$ cat src/rtl/uart_rx_if.sv
// Serial receive bundle: the raw line in, the received word and status strobes out.
// master is the receiver side, slave is the line driver / word consumer.
interface uart_rx_if #(
    parameter int DATA_BITS = 8
);
    logic                 rx;
    logic [DATA_BITS-1:0] rx_data;
    logic                 rx_valid;
    logic                 frame_err;
    logic                 parity_err;
    logic                 rx_busy;

    modport master (
        input  rx,
        output rx_data, rx_valid, frame_err, parity_err, rx_busy
    );

    modport slave (
        output rx,
        input  rx_data, rx_valid, frame_err, parity_err, rx_busy
    );
endinterface

$ cat src/rtl/uart_rx.sv
// UART receiver: start, DATA_BITS LSB-first, optional even parity, one stop bit.
// Define UART_RX_PARITY_EN to expect the parity bit before the stop bit.
module uart_rx #(
    parameter int BAUD_RATE  = 9600,
    parameter int CLOCK_FREQ = 50000000,
    parameter int DATA_BITS  = 8
) (
    input  logic     clock,
    input  logic     reset,
    uart_rx_if.master bus
);
    localparam int BIT_CYCLES = CLOCK_FREQ / BAUD_RATE;
    localparam int BIT_PERIOD = BIT_CYCLES + 1;
    localparam int HALF       = BIT_PERIOD / 2;
    localparam int CW         = $clog2(BIT_PERIOD + 1);
    localparam int BW         = (DATA_BITS > 1) ? $clog2(DATA_BITS) : 1;

    typedef enum logic [2:0] {
        IDLE,
        START,
        DATA,
`ifdef UART_RX_PARITY_EN
        PARITY,
`endif
        STOP,
        WAIT_IDLE
    } state_t;

    state_t               state, state_d;
    logic [CW-1:0]        clk_cnt, clk_d;
    logic [BW-1:0]        bit_cnt, bit_d;
    logic [DATA_BITS-1:0] shift, shift_d;
    logic [DATA_BITS-1:0] data_q, data_d;
    logic                 valid_q, valid_d;
    logic                 ferr_q, ferr_d;
    logic                 rx_m, rx_s;
    logic                 tick;
`ifdef UART_RX_PARITY_EN
    logic                 par_q, par_d;
    logic                 perr_q, perr_d;
`endif

    assign tick = (clk_cnt == CW'(BIT_PERIOD - 1));

    always_ff @(posedge clock or posedge reset) begin
        if (reset) begin
            rx_m    <= 1'b1;
            rx_s    <= 1'b1;
            state   <= IDLE;
            clk_cnt <= '0;
            bit_cnt <= '0;
            shift   <= '0;
            data_q  <= '0;
            valid_q <= 1'b0;
            ferr_q  <= 1'b0;
`ifdef UART_RX_PARITY_EN
            par_q   <= 1'b0;
            perr_q  <= 1'b0;
`endif
        end else begin
            rx_m    <= bus.rx;
            rx_s    <= rx_m;
            state   <= state_d;
            clk_cnt <= clk_d;
            bit_cnt <= bit_d;
            shift   <= shift_d;
            data_q  <= data_d;
            valid_q <= valid_d;
            ferr_q  <= ferr_d;
`ifdef UART_RX_PARITY_EN
            par_q   <= par_d;
            perr_q  <= perr_d;
`endif
        end
    end

    always_comb begin
        state_d = state;
        clk_d   = clk_cnt;
        bit_d   = bit_cnt;
        shift_d = shift;
        data_d  = data_q;
        valid_d = 1'b0;
        ferr_d  = 1'b0;
`ifdef UART_RX_PARITY_EN
        par_d   = par_q;
        perr_d  = 1'b0;
`endif
        unique case (state)
            IDLE: begin
                clk_d = '0;
                bit_d = '0;
                if (!rx_s) state_d = START;
            end
            START: begin
                clk_d = clk_cnt + 1'b1;
                if (clk_cnt == CW'(HALF - 1)) begin
                    clk_d   = '0;
                    state_d = rx_s ? IDLE : DATA;
                end
            end
            DATA: begin
                clk_d = clk_cnt + 1'b1;
                if (tick) begin
                    clk_d   = '0;
                    shift_d = DATA_BITS'({rx_s, shift} >> 1);
                    if (bit_cnt == BW'(DATA_BITS - 1)) begin
                        bit_d = '0;
`ifdef UART_RX_PARITY_EN
                        state_d = PARITY;
`else
                        state_d = STOP;
`endif
                    end else begin
                        bit_d = bit_cnt + 1'b1;
                    end
                end
            end
`ifdef UART_RX_PARITY_EN
            PARITY: begin
                clk_d = clk_cnt + 1'b1;
                if (tick) begin
                    clk_d   = '0;
                    par_d   = rx_s;
                    state_d = STOP;
                end
            end
`endif
            STOP: begin
                clk_d = clk_cnt + 1'b1;
                if (tick) begin
                    clk_d = '0;
                    if (rx_s) begin
                        data_d  = shift;
                        valid_d = 1'b1;
`ifdef UART_RX_PARITY_EN
                        perr_d  = ^{shift, par_q};
`endif
                        state_d = IDLE;
                    end else begin
                        ferr_d  = 1'b1;
                        state_d = WAIT_IDLE;
                    end
                end
            end
            WAIT_IDLE: begin
                // stay here through a break so only one error is reported
                if (rx_s) state_d = IDLE;
            end
            default: state_d = IDLE;
        endcase
    end

    assign bus.rx_data   = data_q;
    assign bus.rx_valid  = valid_q;
    assign bus.frame_err = ferr_q;
    assign bus.rx_busy   = (state != IDLE);
`ifdef UART_RX_PARITY_EN
    assign bus.parity_err = perr_q;
`else
    assign bus.parity_err = 1'b0;
`endif
endmodule

$ cat src/flat_wrapper.sv
// flat-port wrapper written by rule: the top's interface ports become plain ports
module uart_rx_flat 
#(
    parameter int BAUD_RATE  = 9600,
    parameter int CLOCK_FREQ = 50000000,
    parameter int DATA_BITS  = 8
)
  (clock, reset, bus_rx, bus_rx_data, bus_rx_valid, bus_frame_err, bus_parity_err, bus_rx_busy);
  uart_rx_if #(.DATA_BITS(DATA_BITS)) bus_i ();
  input  logic clock;
  input  logic reset;
  input wire logic [$bits(bus_i.rx)-1:0] bus_rx;
  output wire logic [$bits(bus_i.rx_data)-1:0] bus_rx_data;
  output wire logic [$bits(bus_i.rx_valid)-1:0] bus_rx_valid;
  output wire logic [$bits(bus_i.frame_err)-1:0] bus_frame_err;
  output wire logic [$bits(bus_i.parity_err)-1:0] bus_parity_err;
  output wire logic [$bits(bus_i.rx_busy)-1:0] bus_rx_busy;
  assign bus_i.rx = bus_rx;
  assign bus_rx_data = bus_i.rx_data;
  assign bus_rx_valid = bus_i.rx_valid;
  assign bus_frame_err = bus_i.frame_err;
  assign bus_parity_err = bus_i.parity_err;
  assign bus_rx_busy = bus_i.rx_busy;
  uart_rx #(.BAUD_RATE(BAUD_RATE), .CLOCK_FREQ(CLOCK_FREQ), .DATA_BITS(DATA_BITS)) u_core (.clock(clock), .reset(reset), .bus(bus_i));
endmodule
$ cat config.mk
export PLATFORM = sky130hd
export DESIGN_NAME = uart_rx_flat
export DESIGN_NICKNAME = d
export VERILOG_FILES = /design/src/rtl/uart_rx_if.sv /design/src/rtl/uart_rx.sv /design/src/flat_wrapper.sv
export SDC_FILE = /design/constraint.sdc
export NUM_CORES = 1
export LEC_CHECK = 0
export CORE_UTILIZATION = 35
export DETAILED_ROUTE_END_ITERATION = 10
export GPL_TIMING_DRIVEN = 0
export PLACE_DENSITY = 0.52
export SETUP_SLACK_MARGIN = 0.3
export SLEW_MARGIN = 20
export SYNTH_ARGS = -nofsm -noshare
export SYNTH_HDL_FRONTEND = slang
export SYNTH_SLANG_ARGS = --single-unit
$ cat constraint.sdc
create_clock -name clock -period 2.7 [get_ports clock]
set_input_delay 0.405 -clock clock [delete_from_list [all_inputs] [get_ports clock]]
set_output_delay 0.405 -clock clock [all_outputs]
set_load 0.03 [all_outputs]
== After elaboration in Yosys (flattened, before gate mapping) ==
Index checks and enable logic that the tools add are counted.

* Output and inout bits: 12
* Register bits: 39
* Word-level logic and storage cells: 54
* Bits of input ports: 3

* Reductions and logical operators: 9
* Equal/unequal tests: 13
* Add/subtract/negate cells: 2
* Muxes and demuxes: 21

{| class="wikitable"
|+ Operators with widths
! operator !! number
|-
| 13-bit case mux with 3 select lines || 1
|-
| 3-bit two-way mux || 9
|-
| 13-bit two-way mux || 2
|-
| 3-bit case mux with 5 select lines || 1
|-
| 13-bit by 1-bit adder with 13-bit output, second input constant || 1
|-
| 13-bit by 12-bit == test with 1-bit output, second input constant || 1
|-
| 13-bit == test, second input constant || 1
|-
| 2-bit by 1-bit != test with 1-bit output, second input constant || 5
|-
| 3-bit by 2-bit == test with 1-bit output, second input constant || 2
|-
| 3-bit == test, second input constant || 2
|-
| 1-bit two-way mux || 6
|-
| 3-bit case mux with 2 select lines || 1
|-
| 6-bit AND reduction || 1
|-
| 3-bit nonzero test || 2
|-
| 2-bit AND reduction || 2
|-
| 3-bit by 1-bit adder with 3-bit output, second input constant || 1
|-
| 3-bit by 1-bit == test with 1-bit output, second input constant || 1
|-
| 3-bit zero test || 1
|-
| 3-bit AND reduction || 1
|-
| 2-bit two-way mux || 1
|-
| 2-bit != test, second input constant || 1
|-
| 2-bit nonzero test || 1
|-
| 2-bit OR reduction || 1
|}

== Logic depth before layout (Yosys ltp) ==
* Depth in word-level cells: 4
* Gate-level depth with buffers: 8
* Gate-level depth less buffers: 7

== Least setup slack after synthesis ==
Ideal clock, no wire load.

* Kind: reg2reg
* From: register u_core.clk_cnt[2]
* To: register u_core.shift[0]
* Setup time: 125 ps
* Clock period less this slack: 1962 ps
* Required time: 2575 ps
* Path buffers: 1
* Path slack: 738 ps
* Arrival: 1837 ps
* Stages on the path, launching flop included: 6
* Cell sequence: dfrtp_1 > or3_4 > nor4_4 > nand3_4 > buf_6 > mux2_4

* Longest elaborated chain between the ends: 2

{| class="wikitable"
|+ RTL lines
! element !! line !! source
|-
| from (decl) || uart_rx.sv:30 || <nowiki>logic [CW-1:0] clk_cnt, clk_d;</nowiki>
|-
| from (signal assigned) || uart_rx.sv:64 || <nowiki>clk_cnt <= clk_d;</nowiki>
|-
| 13-bit == test || uart_rx.sv:43 || <nowiki>assign tick = (clk_cnt == CW'(BIT_PERIOD - 1));</nowiki>
|-
| 2-bit AND reduction (no source line) || -- ||
|-
| to (signal assigned) || uart_rx.sv:66 || <nowiki>shift <= shift_d;</nowiki>
|-
| to (decl) || uart_rx.sv:32 || <nowiki>logic [DATA_BITS-1:0] shift, shift_d;</nowiki>
|}

No other way between the ends.
A chain may end at the register's enable or synchronous reset.

== Final worst setup path ==
* From: register u_core.state[1]
* To: output bus_rx_busy

* Longest elaborated chain between the ends: 1

{| class="wikitable"
|+ RTL lines
! element !! line !! source
|-
| from (decl) || uart_rx.sv:29 || <nowiki>state_t state, state_d;</nowiki>
|-
| from (signal assigned) || uart_rx.sv:63 || <nowiki>state <= state_d;</nowiki>
|-
| 3-bit nonzero test || uart_rx.sv:157 || <nowiki>assign bus.rx_busy = (state != IDLE);</nowiki>
|-
| to (decl) || flat_wrapper.sv:17 || <nowiki>output wire logic [$bits(bus_i.rx_busy)-1:0] bus_rx_busy;</nowiki>
|}

No other way between the ends.

==> results.json <==
{
  "status": "completed",
  "end_kind": "output pin",
  "ys_seq_elements": 39,
  "yosys_warnings": 0,
  "critical_path.max_fanout": 10,
  "power_density_nw_per_um2": 472.5,
  "wl_per_cell_um": 13.23,
  "antenna_found_initial": 0,
  "fin_nets": 197,
  "core_um2": 5140,
  "cap_violations": 0,
  "grt_start_max_net_pins": 30,
  "hp-class": "flop to flop",
  "finalSetupViolations": 0,
  "min_period_over_period_pct": 82.87,
  "layout.cells.non_filler": 261,
  "layout-drive-gt1-share_pct": 18.85,
  "vias": 1302,
  "ir_drop_v": 0.0001785,
  "cts_buffers": 5,
  "cp_slowest_cell": "clkdlybuf4s50_1",
  "rsz0062_at_grt": "false",
  "slew_viol_final": 0,
  "synthesis.area_um2": 1871,
  "port_buffers": 13,
  "syn-num-nets": 176,
  "cp.buffers_inverters": 2,
  "cts.clk_slew.worst_paths_ns": 0.08,
  "worst_r2r_startpoint": "u_core.clk_cnt[2]$_DFFE_PP0P_",
  "cts_setup_buffers": 0,
  "p_leak_nw": 0.9832,
  "syn_area_per_cell_um2": 11.07,
  "fill_cells": 529,
  "ys_seq_area_share_pct": 52.31,
  "clockBufferDepth": 2,
  "hold_viol_final": 0,
  "synth_cells": 169,
  "dp_slack_ns": 0.5756,
  "setup_tns_ns": 0,
  "dp_hpwl_mm": 2.494,
  "dr.first_iter.drc_count": 57,
  "synthFlopType": "dfrtp_1",
  "synth_edf_count": 0,
  "placed_cell_area_um2": 2108,
  "area_delta_synth_final_pct": 18.26,
  "final_util_pct": 43.04,
  "worstHoldStart": "u_core.rx_m$_DFF_PP1_",
  "synth_top_cell_area_share_pct": 49.50,
  "place_inst": 253,
  "synth_top_area_cell": "dfrtp_1",
  "num_rows": 26,
  "max_freq_mhz": 446.9,
  "path_class": "flop to output pin",
  "dr.pass1.iters": 4,
  "wirelength_mm": 3.454,
  "dieWidth_um": 75.11,
  "fin_total_pwr_mw": 1.045,
  "cts-root-buf": "clkbuf_8",
  "max_slew_margin_pct": 66.61,
  "ant_nets": 0,
  "clk_latency_ns": 0.29,
  "stdcell_area_um2": 2212,
  "viasPerCell": 4.989,
  "grt_pass1_vias": 1265,
  "min_period_ns": 2.237,
  "cts_tree": "done",
  "drc": 0,
  "critPathLaunchType": "flop",
  "hold_buffers": 0,
  "grt_usage_pct": 14.26,
  "cp.arrival_ns": 1.83,
  "worstPathRequired_ns": 2.30,
  "grt_pass1_wl_mm": 5.927,
  "cts_sinks": 39,
  "cts_resized": 0,
  "fin_hold_ws_ns": 0.3599,
  "num_antenna_cells": 0,
  "gr-total-overflow": 0,
  "place_congestion": 0.8045,
  "htreeDepth": 2,
  "die_area_um2": 5641,
  "finalClockSkew_ns": 0.006849,
  "slowest_delay_ns": 0.62,
  "timing.final.ws_setup_ns": 0.4626,
  "path_cells": "clkbuf_8, or3_1, clkdlybuf4s50_1",
  "io_pins": 15,
  "start_util_pct": 36.39,
  "synth_cell_types": 42,
  "synth_area_leaders": "dfrtp_1, mux2_2, nand2_1",
  "crit_path_start": "u_core.state[1]$_DFFE_PP0P_",
  "fp.dieH_um": 75.11,
  "async_reset_ff_share_pct": 100.0,
  "tightest_slew_ns": 0.4972,
  "crit_family": "buffers and inverters"
}
-- layer usage --
metal	share of wire, %	global-route usage (%)	vias up
met5	0	0	-
met2	50	23.32	27
li1	-	-	636
met4	2.1	7.338	0
met1	45	17.24	631
met3	3.0	3.882	8
-- state kept, by name, indices dropped and copies added (netlist names) --
name,cells
u_core.bit_cnt,3
u_core.clk_cnt,13
u_core.bus.rx_data,8
u_core.state,3
u_core.rx_s,1
u_core.bus.frame_err,1
u_core.shift,8
u_core.bus.rx_valid,1
u_core.rx_m,1
-- cells by family (layout without fill, tap and decap cells) --
group / count (synthesis) / after routing / synth area share [%]
other: 1 / 1 / 0.2005
flip-flops: 39 / 39 / 52.31
AO/OA/AOI/OAI: 33 / 33 / 10.70
adder cells (fa/ha/maj): 4 / 4 / 2.676
AND/OR/NAND/NOR: 59 / 59 / 18.60
XOR/XNOR: 2 / 2 / 0.9366
buffers and inverters: 15 / 37 / 4.615
multiplexers: 16 / 16 / 9.967
-- worst register-to-register path: stages (launching register included) --
cell	delay [ns]
dfrtp_1	0.46
or3_4	0.44
nor4_4	0.46
o22a_2	0.35
o21ai_1	0.10
a22o_1	0.23
-- power by group --
group | internal, mW | switching (mW)
registers | 0.586 | 0.00194
clock network | 0.232 | 0.203
logic | 0.00682 | 0.0145
-- path summary, 6_finish.rpt --
check / endpoint / slack [ns] / cells after the start
worst max-delay path: bus_rx_busy / 0.46 / 3
min in group asynchronous: u_core.clk_cnt[8]$_DFFE_PP0P_ / 0.37 / 2
worst max register to register: u_core.clk_cnt[7]$_DFFE_PP0P_ / 0.55 / 5
max in group asynchronous: u_core.rx_m$_DFF_PP1_ / 1.83 / 3
worst min-delay path: u_core.rx_s$_DFF_PP1_ / 0.36 / 0
worst min register to register: u_core.rx_s$_DFF_PP1_ / 0.36 / 0
-- cell type report --
type / instances / area (um2) / area share, %
buffer: 6 / 52.55 / 2.376
clock buffer: 7 / 96.34 / 4.355
clock inverter: 1 / 7.507 / 0.3394
inverter: 9 / 33.78 / 1.527
multi-input combinational: 115 / 805.8 / 36.43
sequential: 39 / 978.4 / 44.23
tap: 70 / 87.58 / 3.959
timing repair buffer: 14 / 150.1 / 6.787
-- layout by cell type (no fill, tap or decap), types with 5 or more instances in the layout --
cell type / synthesis / layout
nor2_1: 7 / 7
a21oi_1: 7 / 7
clkdlybuf4s50_1: 0 / 13
mux2_2: 9 / 9
inv_1: 9 / 8
dfrtp_1: 37 / 37
nor3_1: 5 / 5
nand3_1: 11 / 11
nand2_1: 17 / 17
o21ai_0: 12 / 12
clkbuf_8: 1 / 8
-- Yosys cell counts (2+ instances only) --
| cell | instances |
|---|---|
| dfstp_2 | 2 |
| nor3_1 | 5 |
| nor2_1 | 7 |
| xor2_1 | 2 |
| buf_6 | 2 |
| ha_1 | 4 |
| and3_1 | 2 |
| mux2_4 | 2 |
| o21ai_0 | 12 |
| nand3_1 | 11 |
| mux2_2 | 9 |
| a21oi_1 | 7 |
| o31ai_1 | 3 |
| inv_1 | 9 |
| mux2_1 | 4 |
| or3_1 | 4 |
| nand2_1 | 17 |
| o21ai_1 | 3 |
| a22o_1 | 2 |
| nor2b_1 | 2 |
| a31oi_1 | 3 |
| dfrtp_1 | 37 |
(Power assumes the default switching activity.)
